### config.mk
export PLATFORM = sky130hd
export DESIGN_NAME = anti_jitter_array_flat
export DESIGN_NICKNAME = d
export VERILOG_FILES = /design/src/rtl/anti_jitter_array_if.sv /design/src/rtl/anti_jitter_array.sv /design/src/flat_wrapper.sv
export SDC_FILE = /design/constraint.sdc
export NUM_CORES = 1
export LEC_CHECK = 0
export BUFFER_PORTS_ARGS = -buffer_cell sky130_fd_sc_hd__clkbuf_2
export CAP_MARGIN = 20
export CELL_PAD_IN_SITES_DETAIL_PLACEMENT = 0
export CELL_PAD_IN_SITES_GLOBAL_PLACEMENT = 1
export CORE_MARGIN = 5
export CORE_UTILIZATION = 48
export DETAILED_ROUTE_END_ITERATION = 10
export GPL_ROUTABILITY_DRIVEN = 1
export PLACE_DENSITY_LB_ADDON = 0.1
export SYNTH_ARGS = -nofsm -noshare
export SYNTH_HDL_FRONTEND = slang
export SYNTH_SLANG_ARGS = --single-unit
### constraint.sdc
create_clock -name clk -period 4.69 [get_ports clk]
set_input_delay 0.469 -clock clk [delete_from_list [all_inputs] [get_ports clk]]
set_output_delay 0.469 -clock clk [all_outputs]
set_load 0.02 [all_outputs]
### src/rtl/anti_jitter_array_if.sv
// Signal bundle between board-level inputs and the debouncer array.
// The master side drives the raw inputs and enable; the slave side returns clean levels and events.
interface anti_jitter_array_if #(
   parameter int CHANNELS = 8
) ();
   logic                ce;
   logic [CHANNELS-1:0] I;
   logic [CHANNELS-1:0] O;
   logic [CHANNELS-1:0] rise;
   logic [CHANNELS-1:0] fall;
   logic [CHANNELS-1:0] held;
   logic                any_event;

   modport master (
      output ce, I,
      input  O, rise, fall, held, any_event
   );

   modport slave (
      input  ce, I,
      output O, rise, fall, held, any_event
   );
endinterface

### src/rtl/anti_jitter_array.sv
// Multi-channel debouncer: synchroniser, saturating integrator with hysteresis,
// clean level with rise/fall pulses, long-hold flag and a global event strobe.
module anti_jitter_array #(
   parameter int                  CHANNELS    = 8,
   parameter int                  WIDTH       = 20,
   parameter logic [CHANNELS-1:0] INIT        = {CHANNELS{1'b0}},
   parameter int                  SYNC_STAGES = 2,
   parameter int                  HOLD_WIDTH  = 24
) (
   input logic               clk,
   input logic               rst,
   anti_jitter_array_if.slave bus
);

   if (WIDTH < 1 || HOLD_WIDTH < 1 || SYNC_STAGES < 0 || SYNC_STAGES > 4) begin : g_param_check
      $error("anti_jitter_array: illegal WIDTH, HOLD_WIDTH or SYNC_STAGES");
   end

   localparam logic [WIDTH-1:0]      CNT_MAX   = {WIDTH{1'b1}};
   localparam logic [WIDTH-1:0]      CNT_ZERO  = {WIDTH{1'b0}};
   localparam logic [WIDTH-1:0]      CNT_ONE   = WIDTH'(1'b1);
   localparam logic [HOLD_WIDTH-1:0] HOLD_MAX  = {HOLD_WIDTH{1'b1}};
   localparam logic [HOLD_WIDTH-1:0] HOLD_ZERO = {HOLD_WIDTH{1'b0}};
   localparam logic [HOLD_WIDTH-1:0] HOLD_ONE  = HOLD_WIDTH'(1'b1);

   logic [CHANNELS-1:0]   s_s;
   logic [WIDTH-1:0]      cnt_r       [CHANNELS];
   logic [WIDTH-1:0]      cnt_next_s  [CHANNELS];
   logic [HOLD_WIDTH-1:0] hold_r      [CHANNELS];
   logic [HOLD_WIDTH-1:0] hold_next_s [CHANNELS];
   logic [CHANNELS-1:0]   o_r, o_next_s;
   logic [CHANNELS-1:0]   held_r, held_next_s;
   logic [CHANNELS-1:0]   rise_r, rise_next_s;
   logic [CHANNELS-1:0]   fall_r, fall_next_s;
   logic                  any_event_r;

   if (SYNC_STAGES == 0) begin : g_nosync
      assign s_s = bus.I;
   end else begin : g_sync
      logic [CHANNELS-1:0] sync_r [SYNC_STAGES];

      // Synchroniser shift chain; runs regardless of ce so it never holds stale samples.
      always_ff @(posedge clk) begin
         if (rst) begin
            for (int j = 0; j < SYNC_STAGES; j++) begin
               sync_r[j] <= INIT;
            end
         end else begin
            sync_r[0] <= bus.I;
            for (int j = 1; j < SYNC_STAGES; j++) begin
               sync_r[j] <= sync_r[j-1];
            end
         end
      end

      assign s_s = sync_r[SYNC_STAGES-1];
   end

   // Next-state for integrators, levels, hold counters and event pulses.
   always_comb begin
      for (int i = 0; i < CHANNELS; i++) begin
         cnt_next_s[i] = cnt_r[i];
         o_next_s[i]   = o_r[i];
         if (s_s[i]) begin
            if (cnt_r[i] == CNT_MAX) begin
               o_next_s[i] = 1'b1;
            end else begin
               cnt_next_s[i] = cnt_r[i] + CNT_ONE;
            end
         end else begin
            if (cnt_r[i] != CNT_ZERO) begin
               cnt_next_s[i] = cnt_r[i] - CNT_ONE;
            end else begin
               o_next_s[i] = 1'b0;
            end
         end

         // The hold time counts cycles already spent high, so the rising edge itself does not count.
         if (o_r[i] && o_next_s[i]) begin
            if (hold_r[i] == HOLD_MAX) begin
               hold_next_s[i] = hold_r[i];
            end else begin
               hold_next_s[i] = hold_r[i] + HOLD_ONE;
            end
         end else begin
            hold_next_s[i] = HOLD_ZERO;
         end
         held_next_s[i] = o_next_s[i] && (hold_next_s[i] == HOLD_MAX);
      end
      rise_next_s = {CHANNELS{bus.ce}} & ~o_r &  o_next_s;
      fall_next_s = {CHANNELS{bus.ce}} &  o_r & ~o_next_s;
   end

   // State registers; ce freezes integrators and hold tracking, pulses always refresh.
   always_ff @(posedge clk) begin
      if (rst) begin
         for (int i = 0; i < CHANNELS; i++) begin
            cnt_r[i]  <= INIT[i] ? CNT_MAX : CNT_ZERO;
            hold_r[i] <= HOLD_ZERO;
         end
         o_r         <= INIT;
         held_r      <= {CHANNELS{1'b0}};
         rise_r      <= {CHANNELS{1'b0}};
         fall_r      <= {CHANNELS{1'b0}};
         any_event_r <= 1'b0;
      end else begin
         if (bus.ce) begin
            cnt_r  <= cnt_next_s;
            hold_r <= hold_next_s;
            o_r    <= o_next_s;
            held_r <= held_next_s;
         end
         rise_r      <= rise_next_s;
         fall_r      <= fall_next_s;
         any_event_r <= |(rise_next_s | fall_next_s);
      end
   end

   assign bus.O         = o_r;
   assign bus.rise      = rise_r;
   assign bus.fall      = fall_r;
   assign bus.held      = held_r;
   assign bus.any_event = any_event_r;

endmodule

### src/flat_wrapper.sv
// flat-port wrapper written by rule: the top's interface ports become plain ports
module anti_jitter_array_flat 
#(
   parameter int                  CHANNELS    = 8,
   parameter int                  WIDTH       = 20,
   parameter logic [CHANNELS-1:0] INIT        = {CHANNELS{1'b0}},
   parameter int                  SYNC_STAGES = 2,
   parameter int                  HOLD_WIDTH  = 24
)
  (clk, rst, bus_ce, bus_I, bus_O, bus_rise, bus_fall, bus_held, bus_any_event);
  anti_jitter_array_if #(.CHANNELS(CHANNELS)) bus_i ();
  input logic clk;
  input logic rst;
  input wire logic [$bits(bus_i.ce)-1:0] bus_ce;
  input wire logic [$bits(bus_i.I)-1:0] bus_I;
  output wire logic [$bits(bus_i.O)-1:0] bus_O;
  output wire logic [$bits(bus_i.rise)-1:0] bus_rise;
  output wire logic [$bits(bus_i.fall)-1:0] bus_fall;
  output wire logic [$bits(bus_i.held)-1:0] bus_held;
  output wire logic [$bits(bus_i.any_event)-1:0] bus_any_event;
  assign bus_i.ce = bus_ce;
  assign bus_i.I = bus_I;
  assign bus_O = bus_i.O;
  assign bus_rise = bus_i.rise;
  assign bus_fall = bus_i.fall;
  assign bus_held = bus_i.held;
  assign bus_any_event = bus_i.any_event;
  anti_jitter_array #(.CHANNELS(CHANNELS), .WIDTH(WIDTH), .INIT(INIT), .SYNC_STAGES(SYNC_STAGES), .HOLD_WIDTH(HOLD_WIDTH)) u_core (.clk(clk), .rst(rst), .bus(bus_i));
endmodule
==> key figures <==
Clock network
  – Post CTS Setup Buffer Count: 0
  – CTS tree: yes
  – Worst-Skew Late Latency: ~600 ps
  – Num CTS Buffers: between 40 and 50
  – CTS Sinks: 401
  – Root Buffer: clkbuf_16
  – Max Root-Sink Buffers: 3
  – Clock-pin slew on the worst setup and hold paths: 60 ps
  – CTS resizes: 0
  – Hold Buf Count CTS: 0
  – CTS H-Tree Depth: 2

Pwr
  – Comb power frac: 0.454
  – Sequential Power Share: 0.303
  – PD cells: 512 nW/um2
  – LEAKAGE: around 11 nW
  – Peak VDD IR: ~0.32 mV
  – Psw: approximately 5.8 mW
  – Switching Share: 0.386
  – Internal: between 9 and 10 mW
  – Clock power frac: 0.243

Routing
  – Final wirelength: 68.8 mm
  – DR pass1 iterations: 6
  – Routed WL per cell: ~16 um
  – Antenna viol nets, final: 0
  – Vias post-DR: between 20k and 30k
  – Vias per Instance: 5.94
  – DRC viols: 0
  – 1st-iter DRT viols: 1,878

Placement
  – Port buffer count: 43
  – DP Area: approximately 28,000 um2
  – DP Worst Slack: 977 ps
  – Placed cells: ~4.3k
  – Final RePlAce weighted congestion: approximately 0.84
  – DP Wirelength: 47.0 mm

Global routing
  – Largest net degree at the start of global routing: 126
  – Initial antenna violation count: 0
  – Total congestion overflow: 0
  – GRT Total Usage: 0.221
  – Vias in the first global route: 24.2k
  – First-pass GRT wire length: 117 mm

Layout
  – Area of the multi-input gates: approximately 18,000 um2
  – Share of cells above drive strength 1: 0.0491
  – Area Growth Syn to Fin: 8.58%
  – Fillers: roughly 5.5k
  – Fin util: 0.528
  – # nets final: around 3.7k
  – Reg area: about 8000 um2
  – Post-Layout Cell Count: 4,352
  – Finished Cell Area: between 20,000 and 30,000 um2

STA
  – Final worst-path cycle share: 0.804
  – Fmax achieved: 265 MHz
  – Slew Viols, Final: 0
  – Min setup slack post-route: 919 ps
  – Worst-Margin Slew: approximately 920 ps
  – Max_slew headroom: 0.380
  – Final setup viols: 0
  – Post-route minimum period: about 3800 ps
  – RSZ-0062 raised after global routing: false
  – Final worst clock skew: around 16 ps
  – Fin. Hold Viols: 0
  – Setup tns final: 0 ps

Worst setup path
  – Crit Path Max Fanout: 19
  – CP Launch Type: flip-flop
  – Reg2reg setup slack: 920 ps
  – CP required: ~5200 ps
  – CP Capture Type: flip-flop
  – Setup Crit Path Kind: flip-flop to flip-flop
  – CP Data Arrival Time: between 4000 and 5000 ps

Synth
  – FF+latch count, synth: 401
  – Most area-hungry cell type in the Yosys netlist: dfxtp_1
  – Seq/Total Area, Yosys: 0.299
  – Post-synth top cells: nor2_1, dfxtp_1, a21oi_1
  – Post-synth EDFFs: 0
  – Synth Warn #: 0
  – Synth Flop Type: dfxtp_1
  – Avg Cell Area, Syn: 7.43 um2
  – Post-Syn Nets: approximately 3.8k
  – Ys async rst share: 0
  – Yosys cell types: a little under 80
  – Mapped Area: ~27,000 um2
  – Synth top area share: 0.299
  – Top-count cell post-synth: nor2_1
  – Synth area leaders: dfxtp_1, nor2_1, ha_1, a21oi_1, nand2_1
  – Mapped Cells: 3,617

Status
  – Status: finished clean

Run
  – Total of max-cap violations: 0

Floorplanning
  – Horiz. Die Dim: between 200 and 250 um
  – Die ar.: slightly above 60,000 um2
  – Core ar.: approximately 55,000 um2
  – Initial Util: 0.486
  – DIE HEIGHT: about 250 um
  – I/O pins: 44
  – Row count: between 80 and 90

Min path
  – Hold/Removal Path Class: primary input to flip-flop
[layout make-up]
cell class	count	share of cell area
multi-input cells	2985	0.615
flip-flops and latches	401	0.275
clock buffers	72	0.0495
well taps	748	0.0321
repair buffers	72	0.0169
inverters	62	0.00814
clock inverters	11	0.00287
diodes	1	0.0000857
[layout by cell type, fill, tap and decap left out, types with 26 or more instances in the layout]
cell / n
nor2_1: 566
dfxtp_1: 401
a21oi_1: 328
nand2_1: 307
o21ai_0: 214
nor3_1: 152
ha_1: 152
nand3_1: 128
nand4_1: 99
xor2_1: 88
xnor2_1: 86
and3_1: 86
nor4_1: 82
a22oi_1: 59
a21o_1: 57
inv_1: 56
mux2i_1: 51
clkbuf_16: 51
or3_1: 45
nor2b_1: 42
clkbuf_2: 41
and4_1: 39
a31oi_1: 33
nand2b_1: 29
o21a_1: 28
and2_1: 28
buf_4: 26
[logic make-up after synthesis]
family | after synthesis | share of synthesized area
xor gates and xnor gates | 174 | 0.0567
muxes | 54 | 0.0202
AOI/OAI and AO/OA | 893 | 0.203
buffers and inverters | 231 | 0.0333
and+or+nand+nor | 1704 | 0.312
DFF | 401 | 0.299
adders and majority gates | 160 | 0.0767
[state kept, by name, indices dropped and copies added (netlist names)]
signal                flops
u_core.bus.O              8
u_core.bus.any_event      1
u_core.bus.fall           8
u_core.bus.held           8
u_core.bus.rise           8
u_core.cnt_r            160
u_core.g_sync.sync_r     16
u_core.hold_r           192
[metal layers]
metal | routed length [um] | GRT usage
met5 | 0 | 0
met1 | 33200 | 0.306
met2 | 31500 | 0.366
met3 | 2950 | 0.0327
met4 | 1200 | 0.0528
[worst paths after layout]
kind,endpoint,depth (start not counted),start
setup / recovery,u_core.cnt_r[79]$_SDFFE_PP0P_,11,u_core.g_sync.sync_r[0][12]$_SDFF_PP0_
hold / removal,u_core.g_sync.sync_r[0][0]$_SDFF_PP0_,2,bus_I[0]
setup reg to reg,u_core.cnt_r[79]$_SDFFE_PP0P_,11,u_core.g_sync.sync_r[0][12]$_SDFF_PP0_
hold reg to reg,u_core.g_sync.sync_r[0][15]$_SDFF_PP0_,1,u_core.g_sync.sync_r[0][7]$_SDFF_PP0_
[critical path, stage by stage (launching register included)]
cell and delay, ps:
dfxtp_1 360, inv_1 550, ha_1 370, a21o_1 190, a21o_1 220, a2111oi_2 420, nor3_1 140, o31ai_2 340
o21ai_0 260, and3_1 240, or4_1 470, a21oi_1 130
[power groups by stage]
stage	registers, mW	logic, mW	clock network (mW)
after CTS	4.52	6.77	3.78
after global placement	4.57	6.60	0
after global routing	4.62	7.70	3.93
after detailed placement	4.59	6.71	0
after floorplan	4.40	5.65	0
final	4.53	6.79	3.64
[per-stage QoR]
step | hold slack (ps) | power, mW
after CTS | 49.9 | 15.1
after global routing | 63.6 | 16.2
after global placement | 440 | 11.2
after detailed placement | 441 | 11.3
after floorplan | 414 | 10.0
final | 91.7 | 15.0
Note: power is estimated with default switching activity, not from simulation.
